==> src/rtl/cdb_arbiter_pkg.sv <==
// Shared types and constants for the CDB arbiter: packet layout, widths, pointer helper.
package cdb_arbiter_pkg;

  localparam int unsigned N_FU  = 4;
  localparam int unsigned TAG_W = 5;
  localparam int unsigned XLEN  = 32;
  localparam int unsigned PTR_W = (N_FU > 1) ? $clog2(N_FU) : 1;

  typedef struct packed {
    logic [TAG_W-1:0] reg_tag;
    logic [XLEN-1:0]  reg_value;
  } cdb_packet_t;

  // Round-robin pointer advance that wraps correctly for non-power-of-two N_FU.
  function automatic logic [PTR_W-1:0] ptr_inc(input logic [PTR_W-1:0] p);
    return (p == PTR_W'(N_FU - 1)) ? '0 : p + 1'b1;
  endfunction

endpackage

==> src/rtl/cdb_arbiter_if.sv <==
// FU completion ports plus CDB broadcast, bundled for the arbiter and its producers/consumers.
interface cdb_arbiter_if;
  import cdb_arbiter_pkg::*;

  logic [N_FU-1:0]       fu_valid;
  logic [N_FU*TAG_W-1:0] fu_tag;
  logic [N_FU*XLEN-1:0]  fu_value;
  logic [N_FU-1:0]       fu_ready;
  cdb_packet_t           cdb_packet_out;
  logic                  cdb_valid;

  modport master (
    output fu_valid, fu_tag, fu_value,
    input  fu_ready, cdb_packet_out, cdb_valid
  );

  modport slave (
    input  fu_valid, fu_tag, fu_value,
    output fu_ready, cdb_packet_out, cdb_valid
  );

endinterface

==> src/rtl/cdb_arbiter_rr_arbiter.sv <==
// Combinational round-robin arbiter: first requester at or after ptr_i, wrapping mod N.
module rr_arbiter #(
  parameter int unsigned N = 4,
  localparam int unsigned IdxW = (N > 1) ? $clog2(N) : 1
) (
  input  logic [N-1:0]    req_i,
  input  logic [IdxW-1:0] ptr_i,
  output logic [N-1:0]    grant_o,
  output logic [IdxW-1:0] grant_idx_o,
  output logic            any_o
);

  int unsigned idx;

  always_comb begin
    grant_o     = '0;
    grant_idx_o = '0;
    any_o       = 1'b0;
    idx         = 0;
    for (int unsigned k = 0; k < N; k++) begin
      idx = (32'(ptr_i) + k) % N;
      if (!any_o && req_i[idx]) begin
        grant_o[idx] = 1'b1;
        grant_idx_o  = IdxW'(idx);
        any_o        = 1'b1;
      end
    end
  end

endmodule

==> src/rtl/cdb_arbiter.sv <==
// Collects FU results into one holding slot per FU and broadcasts one per cycle on the CDB.
module cdb_arbiter
  import cdb_arbiter_pkg::*;
(
  input logic          clock,
  input logic          reset,
  input logic          squash,
  cdb_arbiter_if.slave bus
);

  cdb_packet_t [N_FU-1:0] hold_q, hold_d;
  logic [N_FU-1:0]        hold_valid_q, hold_valid_d;
  logic [PTR_W-1:0]       rr_ptr_q, rr_ptr_d;
  cdb_packet_t            cdb_q, cdb_d;
  logic                   cdb_valid_q, cdb_valid_d;

  logic [N_FU-1:0]  grant, fu_ready, accept;
  logic [PTR_W-1:0] grant_idx;
  logic             grant_any;

  rr_arbiter #(
    .N (N_FU)
  ) u_rr_arbiter (
    .req_i       (hold_valid_q),
    .ptr_i       (rr_ptr_q),
    .grant_o     (grant),
    .grant_idx_o (grant_idx),
    .any_o       (grant_any)
  );

  // A slot being granted this cycle can take a new result in the same cycle.
  always_comb begin
    fu_ready = {N_FU{reset & ~squash}} & (~hold_valid_q | grant);
    accept   = bus.fu_valid & fu_ready;
  end

  always_comb begin
    hold_d       = hold_q;
    hold_valid_d = hold_valid_q;
    rr_ptr_d     = rr_ptr_q;
    cdb_d        = '0;
    cdb_valid_d  = 1'b0;
    if (grant_any) begin
      cdb_d                   = hold_q[grant_idx];
      cdb_valid_d             = 1'b1;
      hold_valid_d[grant_idx] = 1'b0;
      rr_ptr_d                = ptr_inc(grant_idx);
    end
    // Tag 0 completes the handshake but is never stored.
    for (int unsigned i = 0; i < N_FU; i++) begin
      if (accept[i] && (bus.fu_tag[i*TAG_W +: TAG_W] != '0)) begin
        hold_d[i].reg_tag   = bus.fu_tag[i*TAG_W +: TAG_W];
        hold_d[i].reg_value = bus.fu_value[i*XLEN +: XLEN];
        hold_valid_d[i]     = 1'b1;
      end
    end
    if (squash) begin
      hold_valid_d = '0;
      rr_ptr_d     = rr_ptr_q;
      cdb_d        = '0;
      cdb_valid_d  = 1'b0;
    end
  end

  always_ff @(posedge clock) begin
    if (!reset) begin
      hold_q       <= '0;
      hold_valid_q <= '0;
      rr_ptr_q     <= '0;
      cdb_q        <= '0;
      cdb_valid_q  <= 1'b0;
    end else begin
      hold_q       <= hold_d;
      hold_valid_q <= hold_valid_d;
      rr_ptr_q     <= rr_ptr_d;
      cdb_q        <= cdb_d;
      cdb_valid_q  <= cdb_valid_d;
    end
  end

  assign bus.fu_ready       = fu_ready;
  assign bus.cdb_packet_out = cdb_q;
  assign bus.cdb_valid      = cdb_valid_q;

endmodule
==> src/flat_wrapper.sv <==
// flat-port wrapper written by rule: the top's interface ports become plain ports
module cdb_arbiter_flat import cdb_arbiter_pkg::*;
  (clock, reset, squash, bus_fu_valid, bus_fu_tag, bus_fu_value, bus_fu_ready, bus_cdb_packet_out, bus_cdb_valid);
  cdb_arbiter_if bus_i ();
  input logic clock;
  input logic reset;
  input logic squash;
  input wire logic [$bits(bus_i.fu_valid)-1:0] bus_fu_valid;
  input wire logic [$bits(bus_i.fu_tag)-1:0] bus_fu_tag;
  input wire logic [$bits(bus_i.fu_value)-1:0] bus_fu_value;
  output wire logic [$bits(bus_i.fu_ready)-1:0] bus_fu_ready;
  output wire logic [$bits(bus_i.cdb_packet_out)-1:0] bus_cdb_packet_out;
  output wire logic [$bits(bus_i.cdb_valid)-1:0] bus_cdb_valid;
  assign bus_i.fu_valid = bus_fu_valid;
  assign bus_i.fu_tag = bus_fu_tag;
  assign bus_i.fu_value = bus_fu_value;
  assign bus_fu_ready = bus_i.fu_ready;
  assign bus_cdb_packet_out = bus_i.cdb_packet_out;
  assign bus_cdb_valid = bus_i.cdb_valid;
  cdb_arbiter u_core (.clock(clock), .reset(reset), .squash(squash), .bus(bus_i));
endmodule
==> config.mk <==
export PLATFORM = sky130hd
export DESIGN_NAME = cdb_arbiter_flat
export DESIGN_NICKNAME = d
export VERILOG_FILES = /design/src/rtl/cdb_arbiter_pkg.sv /design/src/rtl/cdb_arbiter_if.sv /design/src/rtl/cdb_arbiter_rr_arbiter.sv /design/src/rtl/cdb_arbiter.sv /design/src/flat_wrapper.sv
export SDC_FILE = /design/constraint.sdc
export NUM_CORES = 1
export LEC_CHECK = 0
export BUFFER_PORTS_ARGS = -buffer_cell sky130_fd_sc_hd__buf_2
export CAP_MARGIN = 20
export CORE_MARGIN = 4
export CORE_UTILIZATION = 55
export DETAILED_ROUTE_END_ITERATION = 7
export PLACE_DENSITY = 0.8
export SYNTH_ARGS = -nofsm -noshare
export SYNTH_HDL_FRONTEND = slang
export SYNTH_SLANG_ARGS = --single-unit
==> constraint.sdc <==
create_clock -name clock -period 4.2 [get_ports clock]
set_input_delay 0.21 -clock clock [delete_from_list [all_inputs] [get_ports clock]]
set_output_delay 0.21 -clock clock [all_outputs]
set_load 0.02 [all_outputs]
==> impl_metrics.csv <==
group,metric,value,unit
place,placed_area,10600,µm²
run_status,status,"finished, final reports clean",
power,p_seq_frac,0.487,
floorplanning,effective_utilization_at_floorplan,0.558,
timing,setup_tns,0,ps
critical_path,required_time_of_the_critical_path,4580,ps
layout,multiInputGateArea,5220,µm²
timing,slew_headroom,0.390,
clock_tree,maximum_level_of_the_cts_h_tree,4,
timing,fin_skew,11.6,ps
global_routing,initial_antenna_violation_count,0,
global_routing,overflow,0,
detailed_routing,dr.pass1.iters,7,
clock_tree,cell_chosen_for_the_clock_root,"sky130_fd_sc_hd__clkbuf_16",
power,share_clk_of_total_power,0.374,
timing,finalSetupViolations,0,
critical_path,timing.critical_path.from_type,"flop",
layout,finalNetCount,1588,
detailed_routing,vias,10343,
timing,timing.final.crit_period,3870,ps
job,max_cap_violations,0,
place,port_buffers,196,
logic_synthesis,avgSynthCellArea,7.64,µm²
layout,final_area,11800,µm²
timing,worstMarginPinSlew,915,ps
place,gp_congestion,0.884,
clock_tree,numClockSinks,192,
floorplanning,std_cell_rows,48,
power,power.leakage,4.60,nW
detailed_routing,avgViaCountPerCell,6.23,
timing,final_min_period_over_clock_period,0.921,
global_routing,first_global_vias,9344,
timing,timing_hold_violations_final,0,
clock_tree,cts_inserted_buffers,17,
layout,filler_cell_count,1402,
detailed_routing,route.detailed.drc,0,
critical_path,critical_path_arrival,4250,ps
logic_synthesis,dominantRegCellSynth,"sky130_fd_sc_hd__dfxtp_1",
layout,antenna_cells_inserted,0,
layout,instances_no_fill,1661,
layout,area_growth,22.5,%
logic_synthesis,netlist.top_cell.by_area,"sky130_fd_sc_hd__dfxtp_1",
clock_tree,clock_input_transition_at_the_sequential_cells_of_the_worst_setup_and_hold_paths,70,ps
floorplanning,floorplan.die.height,140,µm
global_routing,global_route.usage.total,0.321,
logic_synthesis,synth-warning-count,0,
floorplanning,fp.dieArea,19700,µm²
logic_synthesis,post_synth_num_cell_types,52,
detailed_routing,drt-wirelength-per-cell,19.5,µm
logic_synthesis,netlist_area,9620,µm²
logic_synthesis,synth-edff-count,0,
detailed_routing,dr.first_iter.drc_count,1252,
logic_synthesis,synthArstFlopShare,0,
critical_path,crit_fanout,20,
critical_path,crit_type,"reg2reg",
critical_path,setup.worst_path.end_class,"flop",
global_routing,grt_pass1_wl,51300,µm
logic_synthesis,synth_top_area_frac,0.399,
power,sw_pwr,1.15,mW
timing,timing_max_transition_violations_final,0,
hold_path,holdCritPathClass,"in2reg",
place,place.detailed.hpwl,21000,µm
logic_synthesis,register_bit_count_reported_by_yosys,192,
clock_tree,worstSkewPairLatency,430,ps
layout,final_layout_size_suffix_gt1_frac,0.211,
logic_synthesis,synthCells,1259,
detailed_routing,final_antenna_net_count,0,
power,cell_internal_pwr,2.94,mW
floorplanning,io-pin-count,197,
power,power-per-cell-area,347,nW/µm²
global_routing,maximum_number_of_pins_on_one_net_before_global_route_repair,93,
power,share_comb_of_total_power,0.139,
floorplanning,die_width,140,µm
logic_synthesis,ys_top_cells_by_area,"sky130_fd_sc_hd__dfxtp_1 (40%), sky130_fd_sc_hd__nand2_1 (8.1%), sky130_fd_sc_hd__nor3_1 (5.8%)",
place,placed_cells_incl_taps,1570,
logic_synthesis,syn-num-nets,1424,
floorplanning,core_area,17200,µm²
layout,layout.area.seq,3850,µm²
timing,maxClockFrequency,259,MHz
power,vdd_drop_max,0.000291,V
detailed_routing,post_detailed_routing_wire_length,32400,µm
clock_tree,cts.path.max_buffers,2,
power,fraction_of_power_spent_switching_nets,0.282,
logic_synthesis,synth_sequential_area_ratio,0.399,
timing,rsz_0062_raised_after_global_routing,"false",
clock_tree,cts_tree,"done",
==> final timing paths <==
kind | start | endpoint | slack [ps] | depth (start not counted)
min | bus_fu_value[18] | u_core.hold_q[18] | 2 | 3
max | u_core.rr_ptr_q[1] | u_core.bus.cdb_packet_out[4] | 330 | 9
max reg2reg | u_core.rr_ptr_q[1] | u_core.bus.cdb_packet_out[4] | 330 | 9
min reg2reg | u_core.hold_q[133] | u_core.hold_q[133] | 470 | 2
==> sequential cells by signal (all words and copies together), names as in the netlist <==
signal	cells
u_core.bus.cdb_packet_out	37
u_core.hold_valid_q	4
u_core.bus.cdb_valid	1
u_core.hold_q	148
u_core.rr_ptr_q	2
==> cells by family (layout without fill, tap and decap cells) <==
family	Yosys count	in the layout	synth area share
adder cells (fa/ha/maj)	10	10	0.0130
AO/OA/AOI/OAI	408	408	0.271
flip-flops	192	192	0.399
multiplexers	12	12	0.0183
AND/OR/NAND/NOR	493	493	0.231
XOR/XNOR	1	1	0.000910
buffers and inverters	143	320	0.0666
==> cells in the mapped netlist (7+ instances only) <==
cell type                    n
sky130_fd_sc_hd__ha_1       10
sky130_fd_sc_hd__a21oi_1    43
sky130_fd_sc_hd__nor2_1     46
sky130_fd_sc_hd__o21ai_0    79
sky130_fd_sc_hd__buf_1       7
sky130_fd_sc_hd__dfxtp_1   192
sky130_fd_sc_hd__a31o_1     13
sky130_fd_sc_hd__inv_1       9
sky130_fd_sc_hd__a31o_2     22
sky130_fd_sc_hd__o22ai_1    35
sky130_fd_sc_hd__nand3_1    96
sky130_fd_sc_hd__buf_4      11
sky130_fd_sc_hd__nor3_1    112
sky130_fd_sc_hd__o21ai_1   109
sky130_fd_sc_hd__clkbuf_1   71
sky130_fd_sc_hd__nand2_1   207
sky130_fd_sc_hd__o32ai_1    37
sky130_fd_sc_hd__a211oi_1   37
sky130_fd_sc_hd__buf_2      44
==> metal layers <==
layer,GRT usage,share of wire
met3,0.0857,0.14
met5,0,0
met1,0.489,0.43
met2,0.452,0.42
met4,0.0724,0.016
==> power by group through the flow <==
stage	registers, mW	clock network (mW)	logic [mW]
final	1.99	1.53	0.569
after detailed placement	2.03	0	0.510
after global routing	2.00	1.61	0.630
after CTS	1.99	1.54	0.551
after global placement	2.02	0	0.501
after floorplan	2.00	0	0.343
==> through the flow <==
| stage | hold WS, ps | utilization | worst slack [ps] | total power, mW |
|---|---|---|---|---|
| after detailed placement | 414 | 0.614 | 474 | 2.54 |
| after floorplan | 319 | - | 661 | 2.34 |
| after CTS | 0.0385 | 0.677 | 399 | 4.07 |
| after global placement | 409 | 0.614 | 557 | 2.53 |
| after global routing | 8.51 | 0.684 | 66.2 | 4.24 |
| final | 1.95 | 0.684 | 333 | 4.09 |
==> worst max-delay path, stage by stage (launching register included) <==
cell                      delay (ps)
sky130_fd_sc_hd__dfxtp_1         620
sky130_fd_sc_hd__inv_1           220
sky130_fd_sc_hd__ha_1            610
sky130_fd_sc_hd__mux2_2          400
sky130_fd_sc_hd__mux2i_1         470
sky130_fd_sc_hd__and2_1          700
sky130_fd_sc_hd__buf_12          250
sky130_fd_sc_hd__nor3_1           50
sky130_fd_sc_hd__o21ai_0         290
sky130_fd_sc_hd__a31o_2          210
==> final cells by class <==
cell class              count  area share
multi-input cells         924       0.443
flip-flops and latches    192       0.326
repair buffers            279       0.157
clock buffers              19      0.0376
well taps                 225      0.0239
clock inverters            13     0.00892
inverters                   9     0.00287
==> layout by cell type (no fill, tap or decap), types with 3 or more instances in the layout <==
cell type / instances
sky130_fd_sc_hd__a211oi_1: 37
sky130_fd_sc_hd__a21oi_1: 42
sky130_fd_sc_hd__a221oi_1: 4
sky130_fd_sc_hd__a31o_1: 13
sky130_fd_sc_hd__a31o_2: 22
sky130_fd_sc_hd__a31oi_4: 3
sky130_fd_sc_hd__a32o_1: 6
sky130_fd_sc_hd__and2_1: 6
sky130_fd_sc_hd__buf_12: 4
sky130_fd_sc_hd__buf_16: 3
sky130_fd_sc_hd__buf_2: 195
sky130_fd_sc_hd__buf_4: 22
sky130_fd_sc_hd__clkbuf_16: 17
sky130_fd_sc_hd__clkinvlp_4: 6
sky130_fd_sc_hd__dfxtp_1: 191
sky130_fd_sc_hd__dlygate4sd3_1: 55
sky130_fd_sc_hd__ha_1: 10
sky130_fd_sc_hd__inv_1: 9
sky130_fd_sc_hd__inv_6: 3
sky130_fd_sc_hd__mux2_2: 5
sky130_fd_sc_hd__mux4_2: 4
sky130_fd_sc_hd__nand2_1: 207
sky130_fd_sc_hd__nand2b_1: 6
sky130_fd_sc_hd__nand3_1: 96
sky130_fd_sc_hd__nand3b_1: 6
sky130_fd_sc_hd__nor2_1: 45
sky130_fd_sc_hd__nor3_1: 112
sky130_fd_sc_hd__o21ai_0: 79
sky130_fd_sc_hd__o21ai_1: 109
sky130_fd_sc_hd__o22ai_1: 35
sky130_fd_sc_hd__o32ai_1: 37
==> timing repair <==
item / in CTS / in global routing
hold buffers: 54 / 1
buffers inserted: 0 / 0
resized for setup: 0 / 0
hold endpoints to repair: 54 / 1
Note: power is estimated with default switching activity, not from simulation.
